--- src/rtl/sar_logic.sv ---
// sar_logic: successive-approximation control for the SAR-ADC model.
// Drives the DAC trial code MSB first and publishes the result with a done pulse.
module sar_logic #(
    parameter int DAC_BITS      = 8,
    parameter int SAMPLE_CYCLES = 1
) (
    input  logic                clk,
    input  logic                rst,
    input  logic                start,
    input  logic                comp_in,
    output logic                sample,
    output logic                busy,
    output logic [DAC_BITS-1:0] dac_code,
    output logic [DAC_BITS-1:0] data_out,
    output logic                done
);

    localparam int CW = (SAMPLE_CYCLES > 1) ? $clog2(SAMPLE_CYCLES) : 1;
    localparam int IW = $clog2(DAC_BITS);

    localparam logic [CW-1:0]       CNT_LAST = CW'(SAMPLE_CYCLES - 1);
    localparam logic [IW-1:0]       IDX_MSB  = IW'(DAC_BITS - 1);
    localparam logic [DAC_BITS-1:0] MID_CODE = {1'b1, {(DAC_BITS-1){1'b0}}};

    typedef enum logic [1:0] {
        S_IDLE,
        S_SAMPLE,
        S_CONVERT,
        S_DONE
    } state_t;

    state_t        state;
    logic [CW-1:0] cnt;
    logic [IW-1:0] idx;

    // Conversion sequencer; every output is a register updated here.
    always_ff @(posedge clk or posedge rst) begin
        if (rst) begin
            state    <= S_IDLE;
            sample   <= 1'b0;
            busy     <= 1'b0;
            done     <= 1'b0;
            dac_code <= '0;
            data_out <= '0;
            cnt      <= '0;
            idx      <= '0;
        end else begin
            done <= 1'b0;
            unique case (state)
                S_IDLE: begin
                    dac_code <= '0;
                    if (start) begin
                        state  <= S_SAMPLE;
                        sample <= 1'b1;
                        busy   <= 1'b1;
                        cnt    <= '0;
                    end
                end
                S_SAMPLE: begin
                    dac_code <= '0;
                    cnt      <= cnt + 1'b1;
                    if (cnt == CNT_LAST) begin
                        state    <= S_CONVERT;
                        sample   <= 1'b0;
                        idx      <= IDX_MSB;
                        dac_code <= MID_CODE;
                    end
                end
                S_CONVERT: begin
                    dac_code[idx] <= comp_in;
                    if (idx != '0) begin
                        dac_code[idx - 1'b1] <= 1'b1;
                        idx                  <= idx - 1'b1;
                    end else begin
                        state    <= S_DONE;
                        data_out <= {dac_code[DAC_BITS-1:1], comp_in};
                        done     <= 1'b1;
                        busy     <= 1'b0;
                    end
                end
                S_DONE: begin
                    dac_code <= '0;
                    if (start) begin
                        state  <= S_SAMPLE;
                        sample <= 1'b1;
                        busy   <= 1'b1;
                        cnt    <= '0;
                    end else begin
                        state <= S_IDLE;
                    end
                end
                default: state <= S_IDLE;
            endcase
        end
    end

endmodule
--- config.mk ---
export PLATFORM = sky130hd
export DESIGN_NAME = sar_logic
export DESIGN_NICKNAME = d
export VERILOG_FILES = /design/src/rtl/sar_logic.sv
export SDC_FILE = /design/constraint.sdc
export NUM_CORES = 1
export LEC_CHECK = 0
export ABC_AREA = 1
export CAP_MARGIN = 25
export CORE_MARGIN = 10
export CORE_UTILIZATION = 49
export CTS_BUF_LIST = sky130_fd_sc_hd__clkbuf_8
export CTS_CLUSTER_SIZE = 30
export DETAILED_ROUTE_END_ITERATION = 10
export GPL_TIMING_DRIVEN = 0
export PLACE_DENSITY = 0.86
export REMOVE_ABC_BUFFERS = 1
export SLEW_MARGIN = 20
export SYNTH_ARGS = -nofsm -noshare
export SYNTH_HDL_FRONTEND = slang
export SYNTH_SLANG_ARGS = --single-unit
--- constraint.sdc ---
create_clock -name clk -period 1.55 [get_ports clk]
set_input_delay 0.2325 -clock clk [delete_from_list [all_inputs] [get_ports clk]]
set_output_delay 0.2325 -clock clk [all_outputs]
set_load 0.01 [all_outputs]
==> results.sh, run 1 <==
export IMPL_syn_area_um2=1419
export IMPL_diodes=0
export IMPL_grt_pass1_wl_um=5023
export IMPL_start_kind="flop"
export IMPL_seq_area_um2=629.4
export IMPL_path_clk_slew_ns=0.09
export IMPL_htree_levels=1
export IMPL_seq_area_frac_synth_pct=44.09
export IMPL_timing_rr_start="idx[0]"
export IMPL_r2r_end="dac_code[0]"
export IMPL_fin_setup_tns_ns=0
export IMPL_maxCapViolCount=0
export IMPL_place_gp_congestion=0.8845
export IMPL_powerDensity_nw_per_um2=2170
export IMPL_wl_met3_um=163
export IMPL_design_portCount=23
export IMPL_timing_final_crit_share_pct=96.93
export IMPL_postSynthCellCount=167
export IMPL_min_path_type="input port to asynchronous set/reset pin"
export IMPL_wl_per_cell_um=13.55
export IMPL_die_x_um=73.81
export IMPL_slew_viol_final=0
export IMPL_hold_viol_final=0
export IMPL_critical_path_arrival_ns=1.69
export IMPL_tritoncts="built"
export IMPL_grt_antenna_before_repair=0
export IMPL_firstDrtPassIters=4
export IMPL_worst_path_buf_inv=2
export IMPL_dieHeight_um=73.81
export IMPL_grt_pass1_vias=1096
export IMPL_wirelength_um=3104
export IMPL_grt_max_degree=26
export IMPL_via_count=1201
export IMPL_netlist_top_cells_area="dfrtp_1 (44%), nand2_1 (11%), ha_1 (7.1%), o21ai_0 (6.0%), inv_1 (5.3%)"
export IMPL_track_usage_pct=11.28
export IMPL_route_detailed_drc=0
export IMPL_worst_setup_path_end_kind="flop"
export IMPL_hpwl_um=2194
export IMPL_highest_layer="met4"
export IMPL_leakage_uw=0.0008266
export IMPL_drt_iter0_markers=78
export IMPL_multiInputGateArea_um2=669.4
export IMPL_overflow=0
export IMPL_die_area_um2=5448
export IMPL_fin_cells=229
export IMPL_clk_path_buf_depth=2
export IMPL_reg2reg_slack_ns=0.05
export IMPL_setup_violations=0
export IMPL_critPathLaunch="idx[0]"
export IMPL_fin_skew_ns=0.003754
export IMPL_rr_worst_depth=6
export IMPL_nFillCells=229
export IMPL_slew_headroom_pct=63.67
export IMPL_wirelength_met1_um=1322
export IMPL_final_cell_mix="nand2_1 (39), dfrtp_1 (22), clkdlybuf4s50_1 (22)"
export IMPL_initial_utilization_pct=51.45
export IMPL_ys_types=21
export IMPL_run_status="complete, no violations"
export IMPL_path_class="flop to flop"
export IMPL_crit_required_ns=1.74
export IMPL_synth_yosys_warnings=0
export IMPL_wl_met2_um=1572
export IMPL_placedCellCount=216
export IMPL_vias_per_cell=5.245
export IMPL_final_util_pct=64.88
export IMPL_core_um2=2758
export IMPL_slowest_delay_ns=0.46
export IMPL_max_freq_mhz=665.6
export IMPL_core_rowCount=19
export IMPL_synth_area_leader_cell="dfrtp_1"
export IMPL_finalNetCount=211
export IMPL_ir_worst_vdd_mv=1.504
export IMPL_insertion_delay_ns=0.27
export IMPL_ys_ff_latch=25
export IMPL_critical_path_max_fanout=7
export IMPL_cpLargestDelayFamily="flip-flops"
export IMPL_layout_commonest_cell="nand2_1"
export IMPL_io_buffer_count=22
export IMPL_drive_above_1_share_pct=23.23
export IMPL_ant_nets=0
export IMPL_critical_path_cell_chain="clkinv_4 -> ha_2 -> inv_1 -> nor2_2 -> nand2_1 -> a21oi_1"
export IMPL_critPathCapture="dac_code[0]"
export IMPL_clock_sinks=25
export IMPL_crit_cells=6
export IMPL_synth_top_area_share_pct=44.09
export IMPL_avgSynthCellArea_um2=8.496
export IMPL_cts_root_buf="clkbuf_8"
export IMPL_cts_made_buffers=3
export IMPL_slowest_stage="dfrtp_2"
export IMPL_tightestPinTransition_ns=0.5443
export IMPL_area_growth_pct=26.10
export IMPL_fin_crit_ns=1.502
==> per-layer routing <==
layer,vias to the layer above,track usage [%]
met5,-,0
met4,0,4.348
met3,4,1.211
met2,31,20.08
met1,567,13.40
li1,599,-
==> power by group <==
group          switching [uW]  leakage (uW)  internal [uW]
Combinational            1320      0.000478           1000
Clock                     206     0.0000255            180
Sequential                246      0.000324            927
Total                    1780      0.000827           2110
==> cells in the mapped netlist, drive strengths merged <==
cell type / number
nand2: 44
dfrtp: 25
o21ai: 25
inv: 24
nand3: 12
nor2: 10
a21oi: 9
ha: 8
buf: 4
nand4: 4
nand3b: 2
==> flip-flops by register name, summed over array words and instances (netlist names) <==
| signal | flops |
|---|---|
| state | 2 |
| done | 1 |
| cnt | 1 |
| dac_code | 8 |
| sample | 1 |
| data_out | 8 |
| busy | 1 |
| idx | 3 |
==> layout make-up <==
cell class              count  area share, %
repair buffers             31          16.50
inverters                  24          6.154
well taps                  31          2.168
clock buffers               3          2.308
flip-flops and latches     25          35.17
clock inverters             1         0.2797
multi-input cells         114          37.41
==> worst min path at each step <==
stage,from,endpoint,slack (ns),depth (start not counted)
final,rst,cnt,0.30,2
after global routing,rst,cnt,0.36,2
after CTS,data_out[1],data_out[1],0.49,2
after detailed placement,data_out[1],data_out[1],0.47,2
after global placement,data_out[4],data_out[4],0.46,2
after floorplan,rst,busy,0.26,1
==> through the flow <==
stage	hold WS (ns)	cell area, um^2	power (uW)	worst slack (ns)
after floorplan	0.2598	1370	2506	0.08432
after global placement	0.4630	1629	3116	-0.09142
after detailed placement	0.4684	1629	3212	-0.1379
after CTS	0.4897	1687	3634	0.001200
after global routing	0.3599	1789	4239	-0.03028
final	0.3021	1789	3883	0.04765
==> cell families (layout without fill, tap and decap cells) <==
logic type / after synthesis / count (layout) / share of synthesized area, %
AO/OA/AOI/OAI: 34 / 34 / 14.90
adder cells (fa/ha/maj): 8 / 8 / 7.055
buffers and inverters: 28 / 59 / 10.32
flip-flops: 25 / 25 / 44.09
AND/OR/NAND/NOR: 72 / 72 / 23.63
==> what timing repair did <==
item | in CTS | in global routing
buffers inserted | 0 | 8
resized for setup | 6 | 12
hold buffers | 0 | 0
setup endpoints to repair | 19 | 23
Note: power is estimated with default switching activity, not from simulation.
==> run 2: changes to the inputs <==
--- a/config.mk
+++ b/config.mk
@@ -15,7 +15,6 @@
 export GPL_TIMING_DRIVEN = 0
 export PLACE_DENSITY = 0.86
 export REMOVE_ABC_BUFFERS = 1
-export SLEW_MARGIN = 20
 export SYNTH_ARGS = -nofsm -noshare
 export SYNTH_HDL_FRONTEND = slang
 export SYNTH_SLANG_ARGS = --single-unit
==> constraint.sdc (replaced) <==
create_clock -name clk -period 1.55 [get_ports clk]
set_input_delay 0.2325 -clock clk [delete_from_list [all_inputs] [get_ports clk]]
set_output_delay 0.2325 -clock clk [all_outputs]
set_load 0.05 [all_outputs]
==> results.sh, run 2 (same netlist as run 1, synthesis figures left out) <==
export IMPL_run_status="complete, no violations"
export IMPL_clk_path_buf_depth=2
export IMPL_cts_made_buffers=3
export IMPL_htree_levels=1
export IMPL_firstDrtPassIters=4
export IMPL_drive_above_1_share_pct=23.23
export IMPL_critical_path_arrival_ns=1.71
export IMPL_path_clk_slew_ns=0.09
export IMPL_insertion_delay_ns=0.27
export IMPL_path_class="flop to flop"
export IMPL_crit_required_ns=1.74
export IMPL_ant_nets=0
export IMPL_grt_antenna_before_repair=0
export IMPL_nFillCells=242
export IMPL_drt_iter0_markers=47
export IMPL_grt_pass1_vias=1096
export IMPL_fin_skew_ns=0.003228
export IMPL_vias_per_cell=5.249
export IMPL_cts_root_buf="clkbuf_8"
export IMPL_overflow=0
export IMPL_worst_setup_path_end_kind="flop"
export IMPL_dieHeight_um=73.81
export IMPL_die_area_um2=5448
export IMPL_setup_ws_ns=0.03478
export IMPL_tritoncts="built"
export IMPL_maxCapViolCount=0
export IMPL_core_um2=2758
export IMPL_cts_hold_buf=0
export IMPL_tightestPinTransition_ns=0.5445
export IMPL_grt_pass1_wl_um=5023
export IMPL_track_usage_pct=11.28
export IMPL_slew_headroom_pct=63.66
export IMPL_place_gp_congestion=0.8845
export IMPL_via_count=1202
export IMPL_pre_cts_ws_ns=-0.1379
export IMPL_start_kind="flop"
export IMPL_setup_violations=0
export IMPL_finalNetCount=211
export IMPL_core_rowCount=19
export IMPL_max_freq_mhz=660.0
export IMPL_route_detailed_drc=0
export IMPL_timing_final_crit_share_pct=97.76
export IMPL_min_path_type="input port to asynchronous set/reset pin"
export IMPL_diodes=0
export IMPL_fin_crit_ns=1.515
export IMPL_clock_sinks=25
export IMPL_hold_viol_final=0
export IMPL_wl_per_cell_um=13.69
export IMPL_slew_viol_final=0
export IMPL_multiInputGateArea_um2=669.4
export IMPL_grt_max_degree=26
export IMPL_design_portCount=23
export IMPL_critical_path_max_fanout=7
export IMPL_area_growth_pct=24.43
export IMPL_initial_utilization_pct=51.45
export IMPL_seq_area_um2=629.4
export IMPL_layout_commonest_cell="nand2_1"
export IMPL_io_buffer_count=22
export IMPL_die_x_um=73.81
export IMPL_reg_top3="dac_code: 8 flops, data_out: 8 flops, idx: 3 flops"
export IMPL_wirelength_um=3135
export IMPL_hpwl_um=2194
export IMPL_final_cell_mix="nand2_1 (39), dfrtp_1 (22), inv_1 (19), dlygate4sd2_1 (19), o21ai_0 (17)"
-- run 2: cell types whose count changed in the layout (fill, tap and decap cells not counted), sizes merged --
| cell | previous run | this run |
|---|---|---|
| dlygate4sd2 | 0 | 19 |
| clkdlybuf4s50 | 22 | 3 |
-- run 2: metal layers --
| layer | track usage, % | wire [um] |
|---|---|---|
| met3 | 1.211 | 164 |
| met1 | 13.40 | 1333 |
| met4 | 4.348 | 46 |
| met5 | 0 | 0 |
| met2 | 20.08 | 1589 |
-- run 2: layout make-up --
class / instances / share of cell area (%)
clock buffers: 3 / 2.339
clock inverters: 1 / 0.2835
inverters: 24 / 6.237
multi-input cells: 114 / 37.92
flip-flops and latches: 25 / 35.65
well taps: 31 / 2.197
repair buffers: 31 / 15.38
-- run 2: final timing paths --
path / startpoint / endpoint / slack [ns] / cells after the start
worst min register to register: data_out[1] / data_out[1] / 0.48 / 2
worst max register to register: idx[0] / dac_code[0] / 0.03 / 6
max in group asynchronous: rst / dac_code[1] / 0.78 / 3
worst max-delay path: idx[0] / dac_code[0] / 0.03 / 6
worst min-delay path: rst / cnt / 0.30 / 2
min in group clk: data_out[1] / data_out[1] / 0.48 / 2
-- run 2: worst max-delay path, stage by stage, from the launching register on --
cell and delay (ns):
dfrtp_2 0.46, clkinv_4 0.11, ha_2 0.34, inv_1 0.12
nor2_2 0.17, nand2_1 0.08, a21oi_1 0.15
-- run 2: through the flow --
step                      hold slack (ns)  area, um^2  instances  util [%]   TNS, ns
after floorplan                    0.2598        1370        163         -         0
after global placement             0.4630        1629        216     59.07   -0.7452
after detailed placement           0.4684        1629        216     59.07    -1.327
after CTS                          0.4848        1663        220     60.30         0
after global routing               0.3599        1765        229     64.02  -0.06478
final                              0.3021        1765        229     64.02         0
-- run 2: what timing repair did --
action                                  CTS  global route
gates resized for setup                  25            12
setup buffers                             0             8
endpoints found under the setup margin   38            23
pin swaps                                 0             0
Power of run 2 is not shown: default switching activity piles up to over one toggle a cycle in this logic, so the estimate is an artifact.
==> run 3: changes to the inputs <==
--- a/config.mk
+++ b/config.mk
@@ -5,7 +5,6 @@
 export SDC_FILE = /design/constraint.sdc
 export NUM_CORES = 1
 export LEC_CHECK = 0
-export ABC_AREA = 1
 export CAP_MARGIN = 25
 export CORE_MARGIN = 10
 export CORE_UTILIZATION = 49
@@ -13,7 +12,8 @@
 export CTS_CLUSTER_SIZE = 30
 export DETAILED_ROUTE_END_ITERATION = 10
 export GPL_TIMING_DRIVEN = 0
-export PLACE_DENSITY = 0.86
+export PLACE_DENSITY = 0.87
+export RECOVER_POWER = 100
 export REMOVE_ABC_BUFFERS = 1
 export SYNTH_ARGS = -nofsm -noshare
 export SYNTH_HDL_FRONTEND = slang
==> results.sh, run 3 <==
export IMPL_rsz0062_at_grt="true"
export IMPL_synth_yosys_warnings=0
export IMPL_htree_levels=1
export IMPL_ys_ff_latch=25
export IMPL_fin_skew_ns=0.002752
export IMPL_ys_types=31
export IMPL_critical_path_cell_chain="inv_4 -> ha_4 -> or3b_4 -> o21ai_4 -> a211oi_2 -> a211oi_2"
export IMPL_syn_area_um2=1304
export IMPL_wirelength_um=3216
export IMPL_hold_viol_final=0
export IMPL_postSynthCellCount=125
export IMPL_max_freq_mhz=647.0
export IMPL_slowest_stage="dfrtp_2"
export IMPL_slew_viol_final=0
export IMPL_slowest_delay_ns=0.44
export IMPL_critical_path_arrival_ns=1.74
export IMPL_run_status="complete, no violations"
export IMPL_grt_pass1_wl_um=5271
export IMPL_worst_setup_path_end_kind="flop"
export IMPL_ant_nets=0
export IMPL_via_count=1129
export IMPL_maxCapViolCount=0
export IMPL_drt_iter0_markers=56
export IMPL_route_detailed_drc=0
export IMPL_dieHeight_um=71.58
export IMPL_die_x_um=71.58
export IMPL_setup_violations=0
export IMPL_path_clk_slew_ns=0.09
export IMPL_grt_antenna_before_repair=0
export IMPL_leakage_uw=0.0008606
export IMPL_track_usage_pct=12.32
export IMPL_clk_path_buf_depth=2
export IMPL_design_portCount=23
export IMPL_ir_worst_vdd_mv=1.238
export IMPL_grt_max_degree=26
export IMPL_rr_worst_depth=6
export IMPL_place_gp_congestion=0.8064
export IMPL_start_kind="flop"
export IMPL_reg_top3="dac_code: 8 flops, data_out: 8 flops, idx: 3 flops"
export IMPL_layout_commonest_cell="dfrtp_1"
export IMPL_timing_rr_start="idx[0]"
export IMPL_cp_common_cell="a211oi_2"
export IMPL_overflow=0
export IMPL_reg2reg_slack_ns=0.005
export IMPL_avgSynthCellArea_um2=10.43
export IMPL_critical_path_max_fanout=5
export IMPL_fin_setup_tns_ns=0
export IMPL_setup_ws_ns=0.004509
export IMPL_core_um2=2500
export IMPL_io_buffer_count=22
export IMPL_grt_pass1_vias=1171
export IMPL_hpwl_um=2160
export IMPL_synthMostInstantiatedCell="dfrtp_1"
export IMPL_diodes=0
export IMPL_area_growth_pct=33.78
export IMPL_powerDensity_nw_per_um2=1796
export IMPL_die_area_um2=5124
export IMPL_crit_required_ns=1.74
export IMPL_slew_headroom_pct=38.50
export IMPL_cts_hold_buf=0
export IMPL_drive_above_1_share_pct=27.50
export IMPL_netlist_top_cells_area="dfrtp_1 (48%), ha_1 (7.7%), mux2_2 (6.9%), a21oi_1 (4.2%), mux2i_1 (3.8%)"
export IMPL_vias_per_cell=5.942
export IMPL_final_util_pct=69.77
export IMPL_timing_final_crit_share_pct=99.71
export IMPL_insertion_delay_ns=0.27
export IMPL_firstDrtPassIters=5
export IMPL_initial_utilization_pct=52.15
export IMPL_fin_cells=190
export IMPL_synth_area_leader_cell="dfrtp_1"
export IMPL_pre_cts_ws_ns=-0.5198
export IMPL_min_path_type="input port to asynchronous set/reset pin"
export IMPL_core_rowCount=18
export IMPL_path_class="flop to flop"
export IMPL_whs_ns=0.4569
export IMPL_synthTopCellsByCount="dfrtp_1 (25), a21oi_1 (11), inv_1 (10)"
export IMPL_r2r_end="dac_code[5]"
export IMPL_wl_per_cell_um=16.93
export IMPL_synth_top_area_share_pct=47.98
export IMPL_clock_sinks=25
export IMPL_final_cell_mix="dfrtp_1 (21), dlygate4sd2_1 (19), buf_4 (12)"
export IMPL_placedCellCount=174
export IMPL_synth_edf_count=0
export IMPL_nFillCells=188
export IMPL_critPathCapture="dac_code[5]"
export IMPL_cts_root_buf="clkbuf_8"
export IMPL_synthFlopType="dfrtp_1"
export IMPL_cts_made_buffers=3
export IMPL_async_reset_ff_share_pct=100.0
export IMPL_seq_area_frac_synth_pct=47.98
export IMPL_finalNetCount=173
export IMPL_tightestPinTransition_ns=0.9216
export IMPL_tritoncts="built"
export IMPL_critPathLaunch="idx[0]"
export IMPL_fin_crit_ns=1.545
run 3: cell count changes after synthesis, sizes merged, moves of 3 or more:
cell	previous run	this run
a31oi	0	3
nor3	0	5
mux2	0	9
nand4	4	0
inv	24	10
o21ai	25	10
mux2i	0	5
nand3	12	5
nor2	10	7
a211oi	0	5
nand2	44	6
run 3: routing by layer:
| layer | GRT usage, % | vias up | part of all wire [%] |
|---|---|---|---|
| met4 | 7.527 | 0 | 2.3 |
| met3 | 3.306 | 12 | 6.8 |
| met1 | 13.36 | 551 | 41 |
| met5 | 0 | - | 0 |
| li1 | - | 516 | - |
| met2 | 20.88 | 50 | 49 |
run 3: per-stage QoR:
stage          instance area (um^2)  power [uW]
6_report                       1744        3133
5_1_grt                        1744        3347
4_1_cts                        1675        3008
3_5_place_dp                   1548        2463
3_3_place_gp                   1548        2363
2_1_floorplan                  1290        2039
run 3: how the worst min path moves through the flow:
stage | startpoint | end | cells past startpoint
floorplan | rst | busy | 1
global placement | data_out[7] | data_out[7] | 1
detailed placement | data_out[2] | data_out[2] | 1
CTS | rst | sample | 2
global route | data_out[4] | data_out[4] | 1
finish | rst | dac_code[3] | 2
run 3: worst max-delay path: cells and delay by family (launching register included):
| kind | cells | cell delay [ns] |
|---|---|---|
| flip-flops | 1 | 0.44 |
| AO/OA/AOI/OAI | 3 | 0.36 |
| AND/OR/NAND/NOR | 1 | 0.40 |
| adder cells (fa/ha/maj) | 1 | 0.17 |
| buffers and inverters | 1 | 0.10 |
run 3: cell type report:
type | instances | area [um^2] | area share [%]
multi-input cells | 87 | 698.2 | 40.03
flip-flops and latches | 25 | 630.6 | 36.16
repair buffers | 34 | 286.5 | 16.43
inverters | 10 | 42.54 | 2.439
clock buffers | 3 | 41.29 | 2.367
well taps | 30 | 37.54 | 2.152
clock inverters | 1 | 7.507 | 0.4304
run 3: cells by family after synthesis:
logic type                 count (synthesis)  synth area share (%)
buffers and inverters                     13                 3.935
AOI/OAI and AO/OA                         35                 16.60
DFF                                       25                 47.98
muxes                                     14                 11.61
and+or+nand+nor                           30                 12.19
adders and majority gates                  8                 7.678
run 3: power by group:
| part | switching (uW) | leakage [uW] | internal (uW) | total, uW |
|---|---|---|---|---|
| Sequential | 170 | 0.000319 | 815 | 985 |
| Clock | 208 | 0.0000217 | 182 | 390 |
| Combinational | 1080 | 0.000519 | 681 | 1760 |
| Total | 1450 | 0.000861 | 1680 | 3130 |
run 3: what timing repair did:
action | in CTS | in global routing
setup buffers | 4 | 8
gates resized for setup | 38 | 5
pin swaps | 4 | 8
endpoints found under the setup margin | 42 | 18
